### src/rtl/rv32_imm_gen_pkg.sv
// Opcodes and immediate-format codes shared by the RV32I decode path.
package rv32_pkg;

    localparam logic [6:0] OPC_LOAD   = 7'b0000011;
    localparam logic [6:0] OPC_OPIMM  = 7'b0010011;
    localparam logic [6:0] OPC_JALR   = 7'b1100111;
    localparam logic [6:0] OPC_SYSTEM = 7'b1110011;
    localparam logic [6:0] OPC_STORE  = 7'b0100011;
    localparam logic [6:0] OPC_BRANCH = 7'b1100011;
    localparam logic [6:0] OPC_LUI    = 7'b0110111;
    localparam logic [6:0] OPC_AUIPC  = 7'b0010111;
    localparam logic [6:0] OPC_JAL    = 7'b1101111;
    localparam logic [6:0] OPC_OP     = 7'b0110011;

    typedef enum logic [2:0] {
        FMT_NONE = 3'd0,
        FMT_I    = 3'd1,
        FMT_S    = 3'd2,
        FMT_B    = 3'd3,
        FMT_U    = 3'd4,
        FMT_J    = 3'd5
    } imm_fmt_e;

endpackage

### src/rtl/rv32_imm_gen_decode.sv
// Combinational opcode decode and I/S/B/U/J immediate extraction, sign-extended to XLEN.
// Zero latency; no flow control.
module rv32_imm_decode
    import rv32_pkg::*;
#(
    parameter int XLEN = 32
) (
    input  logic [31:0]     instr,
    output logic [XLEN-1:0] imm,
    output imm_fmt_e        imm_fmt,
    output logic            unknown_op
);

    logic [31:0] imm32;

    // Unknown or X opcodes fall to the default arm, leaving NONE/0.
    always_comb begin
        imm32      = '0;
        imm_fmt    = FMT_NONE;
        unknown_op = 1'b0;
        case (instr[6:0])
            OPC_LOAD, OPC_OPIMM, OPC_JALR, OPC_SYSTEM: begin
                imm32   = {{20{instr[31]}}, instr[31:20]};
                imm_fmt = FMT_I;
            end
            OPC_STORE: begin
                imm32   = {{20{instr[31]}}, instr[31:25], instr[11:7]};
                imm_fmt = FMT_S;
            end
            OPC_BRANCH: begin
                imm32   = {{19{instr[31]}}, instr[31], instr[7], instr[30:25], instr[11:8], 1'b0};
                imm_fmt = FMT_B;
            end
            OPC_LUI, OPC_AUIPC: begin
                imm32   = {instr[31:12], 12'b0};
                imm_fmt = FMT_U;
            end
            OPC_JAL: begin
                imm32   = {{11{instr[31]}}, instr[31], instr[19:12], instr[20], instr[30:21], 1'b0};
                imm_fmt = FMT_J;
            end
            OPC_OP: begin
                imm32   = '0;
                imm_fmt = FMT_NONE;
            end
            default: begin
                unknown_op = 1'b1;
            end
        endcase
    end

    // Bit 31 is the sign for every format, U-type included, so a signed widen covers XLEN=64.
    assign imm = XLEN'($signed(imm32));

endmodule

### src/rtl/rv32_imm_gen.sv
// RV32I immediate generator: decode plus optional output register.
// Latency 1 cycle (REG_OUT=1) or 0 (REG_OUT=0); accepts one instr per cycle, no backpressure.
module rv32_imm_gen
    import rv32_pkg::*;
#(
    parameter int XLEN    = 32,
    parameter bit REG_OUT = 1'b1
) (
    input  logic            clk,
    input  logic            rst_n,
    input  logic            in_valid,
    input  logic [31:0]     instr,
    output logic            out_valid,
    output logic [XLEN-1:0] imm,
    output logic [2:0]      imm_fmt,
    output logic            unknown_op
);

    logic [XLEN-1:0] dec_imm;
    imm_fmt_e        dec_fmt;
    logic            dec_unknown;

    rv32_imm_decode #(
        .XLEN (XLEN)
    ) u_decode (
        .instr      (instr),
        .imm        (dec_imm),
        .imm_fmt    (dec_fmt),
        .unknown_op (dec_unknown)
    );

    generate
        if (REG_OUT) begin : g_reg
            logic            out_valid_q, out_valid_d;
            logic [XLEN-1:0] imm_q, imm_d;
            imm_fmt_e        imm_fmt_q, imm_fmt_d;
            logic            unknown_op_q, unknown_op_d;

            // Payload holds when in_valid is low; only out_valid tracks every cycle.
            always_comb begin
                out_valid_d  = in_valid;
                imm_d        = imm_q;
                imm_fmt_d    = imm_fmt_q;
                unknown_op_d = unknown_op_q;
                if (in_valid) begin
                    imm_d        = dec_imm;
                    imm_fmt_d    = dec_fmt;
                    unknown_op_d = dec_unknown;
                end
            end

            always_ff @(posedge clk or negedge rst_n) begin
                if (!rst_n) begin
                    out_valid_q  <= 1'b0;
                    imm_q        <= '0;
                    imm_fmt_q    <= FMT_NONE;
                    unknown_op_q <= 1'b0;
                end else begin
                    out_valid_q  <= out_valid_d;
                    imm_q        <= imm_d;
                    imm_fmt_q    <= imm_fmt_d;
                    unknown_op_q <= unknown_op_d;
                end
            end

            assign out_valid  = out_valid_q;
            assign imm        = imm_q;
            assign imm_fmt    = imm_fmt_q;
            assign unknown_op = unknown_op_q;
        end else begin : g_comb
            logic unused_clk_rst;
            assign unused_clk_rst = clk ^ rst_n;

            assign out_valid  = in_valid;
            assign imm        = dec_imm;
            assign imm_fmt    = dec_fmt;
            assign unknown_op = dec_unknown;
        end
    endgenerate

endmodule

### config.mk
export PLATFORM = sky130hd
export DESIGN_NAME = rv32_imm_gen
export DESIGN_NICKNAME = d
export VERILOG_FILES = /design/src/rtl/rv32_imm_gen_pkg.sv /design/src/rtl/rv32_imm_gen_decode.sv /design/src/rtl/rv32_imm_gen.sv
export SDC_FILE = /design/constraint.sdc
export NUM_CORES = 1
export LEC_CHECK = 0
export BUFFER_PORTS_ARGS = -buffer_cell sky130_fd_sc_hd__buf_2
export CAP_MARGIN = 20
export CORE_UTILIZATION = 44
export DETAILED_ROUTE_END_ITERATION = 6
export PLACE_DENSITY = 0.76
export SLEW_MARGIN = 20
export SYNTH_ARGS = -nofsm -noshare
export SYNTH_HDL_FRONTEND = slang
export SYNTH_SLANG_ARGS = --single-unit
### constraint.sdc
create_clock -name clk -period 0.9 [get_ports clk]
set_clock_uncertainty 0.15 [all_clocks]
set_input_delay 0.045 -clock clk [delete_from_list [all_inputs] [get_ports clk]]
set_output_delay 0.045 -clock clk [all_outputs]
set_load 0.01 [all_outputs]
# Word level (Yosys, flattened, before mapping)
# Index checks and enable logic that the tools add are counted.
# word_totals
ff_bits	37
input_bits	35
# classes
n_eq_ne	10
n_mux	3
n_reduce_logical	3
# op_table
op	count
$pmux 32 s5	1
$eq 7x7->1 const B	4
$eq 7x6->1 const B	3
$pmux 3 s5	1
$eq 7x5->1 const B	2
$reduce_or 10->1	1
$eq 7x2->1 const B	1
$reduce_or 4->1	1
$reduce_or 2->1	1
$mux 1	1

# Depth between registers and ports, before layout
# Gate-level depths: netlist (run 1).
# logic_depth
ltp_word	3
mapped_depth	6
ltp_nobuf	4

# Modules after synthesis
# A second synthesis (run 1) with hierarchy kept.
# unflattened
hier_cells	161
area_unflattened_um2	2114.5
# by_module_without_submodules
module	instances	cells_each	area_each_um2	seq_area_each_um2
rv32_imm_gen	1	77	1515.2	925.9
rv32_imm_decode	1	84	599.3	0.0

# Worst setup path after synthesis (run 1)
# OpenSTA, ideal clock, no wires.
# synth_timing
path_kind	input -> register
startpoint	in instr[2]
endpoint	reg g_reg.imm_q[12], in the netlist imm[12]
setup_ns	0.142
arrival_ns	1.034
t_required_ns	0.608
path_slack_ns	-0.426
stages	5
n_path_buf	1
path_cell_list	buf_2 -> and4bb_4 -> o211a_2 -> o31ai_4 -> o22ai_1
# synth_between
elab_chain_len	3
# synth_lines
element	line_no	rtl
start, declared	rv32_imm_gen.sv:12	input logic [31:0] instr,
$eq 7x2->1, or another cell as far along	rv32_imm_gen_decode.sv:21	case (instr[6:0])
$reduce_or 4->1 or $reduce_or 2->1 (tied branches)	-	
$pmux 32 s5 (*)	rv32_imm_gen_decode.sv:21	
end signal, assigned	rv32_imm_gen.sv:60	imm_q <= imm_d;
end, declared	rv32_imm_gen.sv:35	logic [XLEN-1:0] imm_q, imm_d;
# Every way passes the cells marked *; elsewhere a longest branch is shown, timed or not.
# A chain may end at the register's enable or synchronous reset.

# Worst setup path in the final report (run 1)
# layout_timing
startpoint	in instr[6]
endpoint	reg g_reg.imm_q[12], in the netlist imm[12]
# Same word-level chain as after synthesis.

==> impl_metrics.env, run 1 <==
export IMPL_status="finished with violations"
export IMPL_violations="hold timing, setup timing"
export IMPL_rsz0062_at_grt="true"
export IMPL_die_area_sq_um=4610
export IMPL_wirelength_microns=6870
export IMPL_grt_max_degree=28
export IMPL_core_area_sq_um=4090
export IMPL_critPathMaxStageDelay_ns=0.43
export IMPL_internal_power_mw=3.07
export IMPL_p_per_area_nw_per_um2=1190
export IMPL_nets=365
export IMPL_synth_nets=229
export IMPL_power_leakage_nw=1.65
export IMPL_yosys_warnings=0
export IMPL_synth_cell_types=41
export IMPL_fmaxAchievable_ghz=0.918
export IMPL_worst_pin_slew_ns=0.386
export IMPL_critical_path_arrival_ns=1.15
export IMPL_row_count=23
export IMPL_vias=2106
export IMPL_min_period_ns=1.09
export IMPL_drtIter0Drc=147
export IMPL_syn_inst=194
export IMPL_cp_max_fo=6
export IMPL_rr_endpoint="imm[4]$_DFFE_PN0P_"
export IMPL_p_clk_share_pct=36.5
export IMPL_ir_drop_mv=0.707
export IMPL_r2r_slack_ns=-0.08
export IMPL_power_mw=4.11
export IMPL_viasPerCell=5.51
export IMPL_clk_pin_slew_ns=0.07
export IMPL_placed_cells=333
export IMPL_ys_seq_area_share_pct=48.4
export IMPL_wl_met1_microns=2720
export IMPL_grt_first_pass_wirelength_microns=8440
export IMPL_portBuffers=71
export IMPL_startpoint_type="primary input"
export IMPL_cts_sinks=37
export IMPL_htreeDepth=2
export IMPL_post_place_ws_ns=-0.506
export IMPL_synth_seq_cells=37
export IMPL_sw_frac_of_total_pct=25.4
export IMPL_grt_use_total_pct=25.1
export IMPL_grt_pass1_vias=1817
export IMPL_path_depth=6
export IMPL_r2r_worst_path_cells=3
export IMPL_hold_path_class="primary input to flop"
export IMPL_drc=0
export IMPL_clockBufferDepth=2
export IMPL_critPathLaunch="instr[6]"
export IMPL_syn_area_sq_um=1910
export IMPL_hold_ws_ns=-0.0912
export IMPL_antenna_found_initial=1
export IMPL_syn2layout_area_growth_pct=80.8
export IMPL_grt_overflow_total=0
export IMPL_critPathKind="primary input to flop"
export IMPL_drt_pass1_iter_count=4
export IMPL_p_comb_share_pct=21.0
export IMPL_dpl_hpwl_microns=3570
export IMPL_die_w_microns=67.9
export IMPL_end_kind="flop"
export IMPL_dr_max_layer_used="met4"
export IMPL_cp_cell_sequence="buf_8, or3b_4, buf_12, o21ai_4, a32oi_1, o22ai_2"
export IMPL_crit_buf_inv=2
export IMPL_finalHoldViolations=10
export IMPL_slowest_stage="or3b_4"
export IMPL_die_y_microns=67.9
export IMPL_wl_met3_microns=447
export IMPL_drive_gt1_share_pct=57.1
export IMPL_slew_viol_final=0
export IMPL_period_share_pct=121
export IMPL_place_congestion=0.808
export IMPL_antenna_left=0
export IMPL_fillCellCount=200
export IMPL_cp_required_ns=0.96
export IMPL_power_switching_mw=1.04
export IMPL_slew_limit_headroom_pct=74.2
export IMPL_power_frac_seq_pct=42.6
export IMPL_insertion_delay_ns=0.29
export IMPL_crit_end="imm[12]$_DFFE_PN0P_"
export IMPL_r2r_start="imm[4]$_DFFE_PN0P_"
export IMPL_io_pins=72
export IMPL_fin_ws_ns=-0.189
export IMPL_wl_met2_microns=3580
export IMPL_final_cell_count_no_fill=382
export IMPL_cts_hold_buf=17
export IMPL_setup_viol=73
export IMPL_cts_buffers=5
export IMPL_cts_tree="built"
export IMPL_postSynthAreaPerCell_sq_um=9.85
export IMPL_clockRootBuffer="clkbuf_8"
export IMPL_initial_core_util_pct=46.8
export IMPL_critPathTopFamily="simple AND/OR/NAND/NOR gates"
export IMPL_wl_per_cell_microns=18.0
export IMPL_maxCapViolCount=0
[layer usage]
metal  vias to the layer above  GRT usage, %
met3                        14          4.33
met5                         -             0
li1                        968             -
met1                      1025          31.5
met4                         0          9.64
met2                        99          42.7
[state kept, by name, indices dropped and copies added, names as in the netlist]
signal,count
imm,32
imm_fmt,3
out_valid,1
unknown_op,1
[metrics by stage]
step | cell area [sq um] | util (%) | hold WS [ns] | TNS [ns]
final | 3460 | 84.6 | -0.0912 | -8.29
after global routing | 3460 | 84.6 | -0.104 | -9.92
after CTS | 3110 | 76.1 | -0.0827 | -6.20
after detailed placement | 2610 | 63.9 | -0.215 | -15.00
after global placement | 2610 | 63.9 | -0.216 | -14.08
after floorplan | 1990 | - | -0.401 | -9.46
[timing repair]
item / CTS / global route
resized for setup: 33 / 42
buffers inserted: 10 / 14
pin swaps: 16 / 32
endpoints found under the hold margin: 68 / 10
cloned: 0 / 1
setup endpoints to repair: 70 / 73
[Yosys cell counts (all sizes together)]
cell type	instances	area share, %
dfrtp	37	48
inv	24	4.7
o22ai	16	5.2
nand2	15	2.9
nand3	13	3.4
nor2	13	3.1
a32oi	8	3.7
buf	8	3.1
a31oi	7	2.3
clkbuf	7	1.4
nand2b	7	2.3
o21ai	7	2.0
o221ai	6	4.7
and3b	3	1.4
a21oi	2	0.52
and3	2	0.72
mux2	2	1.2
nand3b	2	0.79
a2bb2oi	1	0.46
a41oi	1	0.46
and2b	1	0.46
and4bb	1	0.85
mux2i	1	0.52
nor3	1	0.26
o2111a	1	0.59
o211a	1	0.52
o21a	1	0.39
o21bai	1	0.59
o2bb2ai	1	0.46
o31ai	1	1.1
or2	1	0.33
or3b	1	0.59
xnor2	1	0.46
[power groups by stage]
| stage | Sequential [mW] | Combinational (mW) | Clock, mW |
|---|---|---|---|
| after floorplan | 1.80 | 0.253 | 0 |
| after global placement | 1.77 | 0.569 | 0 |
| after detailed placement | 1.77 | 0.578 | 0 |
| after CTS | 1.74 | 0.698 | 1.49 |
| after global routing | 1.75 | 0.914 | 1.61 |
| final | 1.75 | 0.862 | 1.50 |
[final cells by class]
cell class	instances	area [sq um]	area share, %
diodes	1	2.50	0.0724
repair buffers	143	1180	34.1
well taps	50	62.6	1.81
clock buffers	7	86.3	2.50
flip-flops and latches	37	926	26.8
multi-input cells	119	1080	31.2
clock inverters	1	30.0	0.869
inverters	24	90.1	2.61
[cell usage in the layout, fill, tap and decap left out, types with 3 or more instances in the layout]
cell type,count
nand2b_1,6
clkbuf_8,6
nor2_4,5
dfrtp_1,37
buf_12,7
buf_6,23
o22ai_1,3
nand3_2,9
o221ai_2,6
a32oi_1,6
buf_2,56
o21ai_1,5
dlygate4sd3_1,17
nand2_1,15
buf_4,36
nor2_1,8
o22ai_2,13
buf_8,4
a31oi_1,7
inv_1,24
[kinds of logic after synthesis]
kind of cell | share of synthesized area, %
AO/OA/AOI/OAI | 23.0
XOR/XNOR | 0.458
buffers and inverters | 9.23
flip-flops | 48.4
multiplexers | 1.70
AND/OR/NAND/NOR | 17.1
[how the worst min path moves through the flow]
stage | start | to | slack (ns) | cells past startpoint
floorplan | rst_n | imm[0]$_DFFE_PN0P_ | -0.40 | 0
global placement | rst_n | imm[8]$_DFFE_PN0P_ | -0.22 | 1
detailed placement | rst_n | imm[8]$_DFFE_PN0P_ | -0.21 | 1
CTS | instr[13] | imm[13]$_DFFE_PN0P_ | -0.08 | 3
global route | instr[15] | imm[15]$_DFFE_PN0P_ | -0.10 | 3
finish | instr[13] | imm[13]$_DFFE_PN0P_ | -0.09 | 3
[worst register-to-register path, stage by stage (launching register included)]
cell and delay [ns]:
dfrtp_1 0.39, buf_4 0.14, nor2_1 0.12, a31oi_1 0.06
Power figures use the tool's default switching activity.
==> run 2: changes to the inputs <==
--- a/config.mk
+++ b/config.mk
@@ -7,9 +7,9 @@
 export LEC_CHECK = 0
 export BUFFER_PORTS_ARGS = -buffer_cell sky130_fd_sc_hd__buf_2
 export CAP_MARGIN = 20
-export CORE_UTILIZATION = 44
+export CORE_UTILIZATION = 43
 export DETAILED_ROUTE_END_ITERATION = 6
-export PLACE_DENSITY = 0.76
+export PLACE_DENSITY = 0.74
 export SLEW_MARGIN = 20
 export SYNTH_ARGS = -nofsm -noshare
 export SYNTH_HDL_FRONTEND = slang
==> run 2 against run 1 <==
Against the previous run:
- the flow still finishes with violations (hold timing, setup timing)
- sequential power about the same
- highest routed layer unchanged
- design area fell by 2.9%
- sequential share of layout area is 0.79 points higher
- flip-flop and latch count did not move
- non-clock buffer count unchanged
==> impl_metrics.env, run 2 (synthesized netlist as in run 1, its figures left out) <==
export IMPL_status="finished with violations"
export IMPL_violations="hold timing, setup timing"
export IMPL_busiest_layer="met2"
export IMPL_io_pins=72
export IMPL_fillCellCount=227
export IMPL_gr_usage_met2_pct=41.7
export IMPL_antenna_left=0
export IMPL_finish_utilization_pct=81.0
export IMPL_insertion_delay_ns=0.28
export IMPL_p_per_area_nw_per_um2=1080
export IMPL_critPathKind="primary input to flop"
export IMPL_post_place_ws_ns=-0.508
export IMPL_dpl_hpwl_microns=3440
export IMPL_cp_required_ns=0.96
export IMPL_grt_overflow_total=0
export IMPL_die_w_microns=68.7
export IMPL_die_y_microns=68.7
export IMPL_antenna_found_initial=0
export IMPL_slew_limit_headroom_pct=78.1
export IMPL_power_frac_seq_pct=48.1
export IMPL_grt_use_total_pct=24.6
export IMPL_startpoint_type="primary input"
export IMPL_grt_first_pass_wirelength_microns=8350
export IMPL_p_clk_share_pct=29.3
export IMPL_place_congestion=0.905
export IMPL_grt_pass1_vias=1899
export IMPL_worst_pin_slew_ns=0.328
export IMPL_clk_pin_slew_ns=0.07
export IMPL_slew_viol_final=0
export IMPL_rsz0062_at_grt="true"
export IMPL_wl_per_cell_microns=17.0
export IMPL_vias=2095
export IMPL_cts_hold_buf=16
export IMPL_fmaxAchievable_ghz=0.882
export IMPL_hold_ws_ns=-0.0566
export IMPL_critical_path_arrival_ns=1.19
export IMPL_final_cell_count_no_fill=378
export IMPL_layout_cells_most_common="buf_2"
export IMPL_drt_pass1_iter_count=4
export IMPL_p_comb_share_pct=22.6
export IMPL_core_area_sq_um=4140
export IMPL_drive_gt1_share_pct=58.2
export IMPL_finalHoldViolations=8
export IMPL_cts_tree="built"
export IMPL_wirelength_microns=6410
export IMPL_clockRootBuffer="clkbuf_8"
export IMPL_hold_path_class="primary input to flop"
export IMPL_diodes=0
export IMPL_clockBufferDepth=2
export IMPL_portBuffers=71
export IMPL_setup_viol=73
export IMPL_setup_tns_ns=-8.04
export IMPL_drtIter0Drc=92
export IMPL_ir_drop_mv=0.699
export IMPL_power_switching_mw=0.981
export IMPL_power_mw=3.63
export IMPL_fin_ws_ns=-0.234
export IMPL_grtUsageMet3_pct=3.62
export IMPL_period_share_pct=126
export IMPL_use_met1_pct=30.5
export IMPL_internal_power_mw=2.65
export IMPL_min_period_ns=1.13
export IMPL_cp_max_fo=5
export IMPL_cts_sinks=37
export IMPL_syn2layout_area_growth_pct=75.7
export IMPL_initial_core_util_pct=46.1
export IMPL_largest_reg_flops=32
export IMPL_drc=0
export IMPL_die_area_sq_um=4720
export IMPL_cts_buffers=5
export IMPL_maxCapViolCount=0
export IMPL_htreeDepth=2
export IMPL_final_cell_area_sq_um=3360
export IMPL_row_count=23
export IMPL_nets=364
export IMPL_viasPerCell=5.54
export IMPL_placed_cells=337
export IMPL_end_kind="flop"
export IMPL_sw_frac_of_total_pct=27.0
export IMPL_layout_common_cells="buf_2 (57), buf_4 (43), dfrtp_1 (37)"
export IMPL_grt_max_degree=38
export IMPL_placed_area_sq_um=2630
export IMPL_power_leakage_nw=1.62
-- run 2: cell type report --
| cell class | instances | area, sq um | share of cell area [%] |
|---|---|---|---|
| timing repair buffer | 143 | 1110 | 33.2 |
| multi-input combinational | 118 | 1090 | 32.5 |
| sequential | 37 | 926 | 27.6 |
| inverter | 24 | 90.1 | 2.68 |
| clock buffer | 5 | 68.8 | 2.05 |
| tap | 50 | 62.6 | 1.86 |
| clock inverter | 1 | 5.00 | 0.149 |
-- run 2: timing repair --
item	in CTS	in global routing
gates resized for setup	40	33
endpoints found under the hold margin	68	9
pin swaps	22	14
endpoints found under the setup margin	70	73
gates cloned	0	0
buffers inserted	13	10
-- run 2: path summary, 6_finish.rpt --
path | cells past startpoint | slack, ns | start | to
worst max-delay path | 6 | -0.23 | instr[4] | imm[12]$_DFFE_PN0P_
worst min-delay path | 3 | -0.06 | instr[16] | imm[16]$_DFFE_PN0P_
worst max register to register | 3 | -0.10 | imm[25]$_DFFE_PN0P_ | imm[25]$_DFFE_PN0P_
worst min register to register | 2 | 0.38 | imm[7]$_DFFE_PN0P_ | imm[7]$_DFFE_PN0P_
max in group asynchronous | 3 | 0.31 | rst_n | imm[13]$_DFFE_PN0P_
min in group asynchronous | 3 | 0.10 | rst_n | imm[23]$_DFFE_PN0P_
-- run 2: metal layers --
metal / vias to the layer above / part of all wire (%)
li1: 963 / -
met1: 1010 / 40
met2: 103 / 51
met3: 19 / 5.7
met4: 0 / 3.1
met5: - / 0
-- run 2: worst max-delay path, cell delays in order --
cell      delay [ns]
buf_8           0.10
nand3b_1        0.31
o21ai_4         0.26
buf_4           0.18
a32oi_2         0.14
o22ai_4         0.15
-- run 2: power groups by stage --
stage,clock network [mW],logic [mW],registers [mW]
finish,1.06,0.820,1.75
CTS,1.07,0.711,1.74
floorplan,0,0.253,1.80
global placement,0,0.581,1.77
detailed placement,0,0.588,1.77
global route,1.15,0.878,1.75
==> run 3: changes to the inputs <==
--- a/config.mk
+++ b/config.mk
@@ -7,9 +7,11 @@
 export LEC_CHECK = 0
 export BUFFER_PORTS_ARGS = -buffer_cell sky130_fd_sc_hd__buf_2
 export CAP_MARGIN = 20
-export CORE_UTILIZATION = 43
+export CELL_PAD_IN_SITES_DETAIL_PLACEMENT = 0
+export CELL_PAD_IN_SITES_GLOBAL_PLACEMENT = 2
+export CORE_UTILIZATION = 28
 export DETAILED_ROUTE_END_ITERATION = 6
-export PLACE_DENSITY = 0.74
+export PLACE_DENSITY_LB_ADDON = 0.1
 export SLEW_MARGIN = 20
 export SYNTH_ARGS = -nofsm -noshare
 export SYNTH_HDL_FRONTEND = slang
==> constraint.sdc (replaced) <==
create_clock -name clk -period 1.3 [get_ports clk]
set_clock_uncertainty 0.15 [all_clocks]
set_input_delay 0.065 -clock clk [delete_from_list [all_inputs] [get_ports clk]]
set_output_delay 0.065 -clock clk [all_outputs]
set_load 0.01 [all_outputs]
==> run 3 against run 2 <==
Against the previous run:
- the flow finishes with violations (DRC)
- hold slack better by 0.059 ns
- utilization decreased by 37 points
- clock power fell by 21%
- via count shrank 12%
- critical path depth unchanged
- highest routed layer unchanged
==> impl_metrics.env, run 3 (synthesized netlist as in run 1, its figures left out) <==
export IMPL_die_y_microns=84.6
export IMPL_end_kind="flop"
export IMPL_antenna_found_initial=0
export IMPL_cp_max_fo=8
export IMPL_dpl_hpwl_microns=3870
export IMPL_final_cell_area_sq_um=2870
export IMPL_cts_buffers=5
export IMPL_p_per_area_nw_per_um2=864
export IMPL_power_leakage_nw=1.38
export IMPL_r2r_slack_ns=0.40
export IMPL_period_share_pct=94.0
export IMPL_worst_pin_slew_ns=0.400
export IMPL_insertion_delay_ns=0.29
export IMPL_ir_drop_mv=0.344
export IMPL_clockBufferDepth=2
export IMPL_core_area_sq_um=6460
export IMPL_violations="DRC"
export IMPL_finish_utilization_pct=44.5
export IMPL_critPathKind="primary input to flop"
export IMPL_slew_limit_headroom_pct=73.3
export IMPL_largest_reg_flops=32
export IMPL_clockRootBuffer="clkbuf_8"
export IMPL_die_area_sq_um=7160
export IMPL_diodes=0
export IMPL_drt_pass1_iter_count=7
export IMPL_status="finished with violations"
export IMPL_layout_cells_most_common="buf_2"
export IMPL_min_period_ns=1.22
export IMPL_clk_pin_slew_ns=0.08
export IMPL_placed_area_sq_um=2490
export IMPL_cts_tree="built"
export IMPL_critical_path_arrival_ns=1.23
export IMPL_drive_gt1_share_pct=39.4
export IMPL_slew_viol_final=0
export IMPL_antenna_left=0
export IMPL_grt_overflow_total=0
export IMPL_syn2layout_area_growth_pct=50.3
export IMPL_hold_path_class="primary input to flop"
export IMPL_finalHoldViolations=0
export IMPL_layout_common_cells="buf_2 (70), dfrtp_1 (37), dlygate4sd3_1 (28)"
export IMPL_drc=4
export IMPL_multi_input_area_sq_um=810
export IMPL_io_pins=72
export IMPL_rsz0062_at_grt="false"
export IMPL_vias=1834
export IMPL_grt_use_total_pct=16.1
export IMPL_drtIter0Drc=99
export IMPL_seqCellArea_sq_um=926
export IMPL_maxCapViolCount=0
export IMPL_fmaxAchievable_ghz=0.818
export IMPL_grt_max_degree=38
export IMPL_portBuffers=71
export IMPL_initial_core_util_pct=29.6
export IMPL_wirelength_microns=5400
export IMPL_grt_first_pass_wirelength_microns=8940
export IMPL_die_w_microns=84.6
export IMPL_setup_viol=0
export IMPL_row_count=29
export IMPL_grt_pass1_vias=1823
export IMPL_viasPerCell=4.74
export IMPL_nets=345
export IMPL_htreeDepth=2
export IMPL_place_congestion=0.781
export IMPL_placed_cells=352
export IMPL_wl_per_cell_microns=14.0
export IMPL_fillCellCount=671
export IMPL_startpoint_type="primary input"
export IMPL_post_place_ws_ns=-0.141
export IMPL_cp_required_ns=1.31
export IMPL_final_cell_count_no_fill=387
export IMPL_fin_ws_ns=0.0774
export IMPL_post_cts_buffers=0
export IMPL_cts_sinks=37
run 3: changes by cell type in the layout (fill, tap and decap cells not counted), sizes merged:
cell and change:
buf -31, clkbuf +1, clkinv -1, clkinvlp +1, dlygate4sd3 +12
run 3: area by class of cell:
class	instances	share of cell area, %
clock buffers	6	2.87
clock inverters	1	0.261
inverters	24	3.13
multi-input cells	118	28.2
flip-flops and latches	37	32.2
well taps	77	3.35
repair buffers	124	30.0
run 3: per-stage QoR:
step           hold slack, ns  TNS, ns  power, mW
2_1_floorplan          -0.381        0       1.41
3_3_place_gp          -0.0955    -2.09       1.61
3_5_place_dp          -0.0974    -2.59       1.60
4_1_cts              -0.00648        0       2.53
5_1_grt                0.0123        0       2.62
6_report              0.00206        0       2.48
run 3: path summary, 6_finish.rpt:
path                                        start                      to  depth (start not counted)
hold reg to reg               imm[22]$_DFFE_PN0P_     imm[22]$_DFFE_PN0P_                          2
hold / removal                          instr[31]     imm[31]$_DFFE_PN0P_                          3
setup / recovery                         in_valid     imm[14]$_DFFE_PN0P_                          6
max in group asynchronous                   rst_n  unknown_op$_DFFE_PN0P_                          3
setup reg to reg           imm_fmt[1]$_DFFE_PN0P_  imm_fmt[1]$_DFFE_PN0P_                          1
min in group asynchronous                   rst_n     imm[22]$_DFFE_PN0P_                          3
run 3: critical path: stages:
cell           delay, ns
dlygate4sd3_1       0.53
buf_4               0.15
buf_4               0.16
o31ai_4             0.05
buf_4               0.19
o22ai_1             0.08
run 3: report_power, final:
part	internal, mW	switching [mW]
Combinational	0.225	0.217
Sequential	1.19	0.0186
Clock	0.419	0.415
Total	1.83	0.651
run 3: timing repair:
item	CTS	global route
endpoints found under the hold margin	69	0
hold buffers	28	0
gates resized for setup	0	5
setup endpoints to repair	0	13
run 3: metal layers:
metal / up-vias / routed length, microns / track usage (%)
met4: 0 / 32 / 6.01
li1: 924 / - / -
met1: 863 / 2560 / 21.5
met3: 4 / 241 / 3.05
met5: - / 0 / 0
met2: 43 / 2570 / 25.9
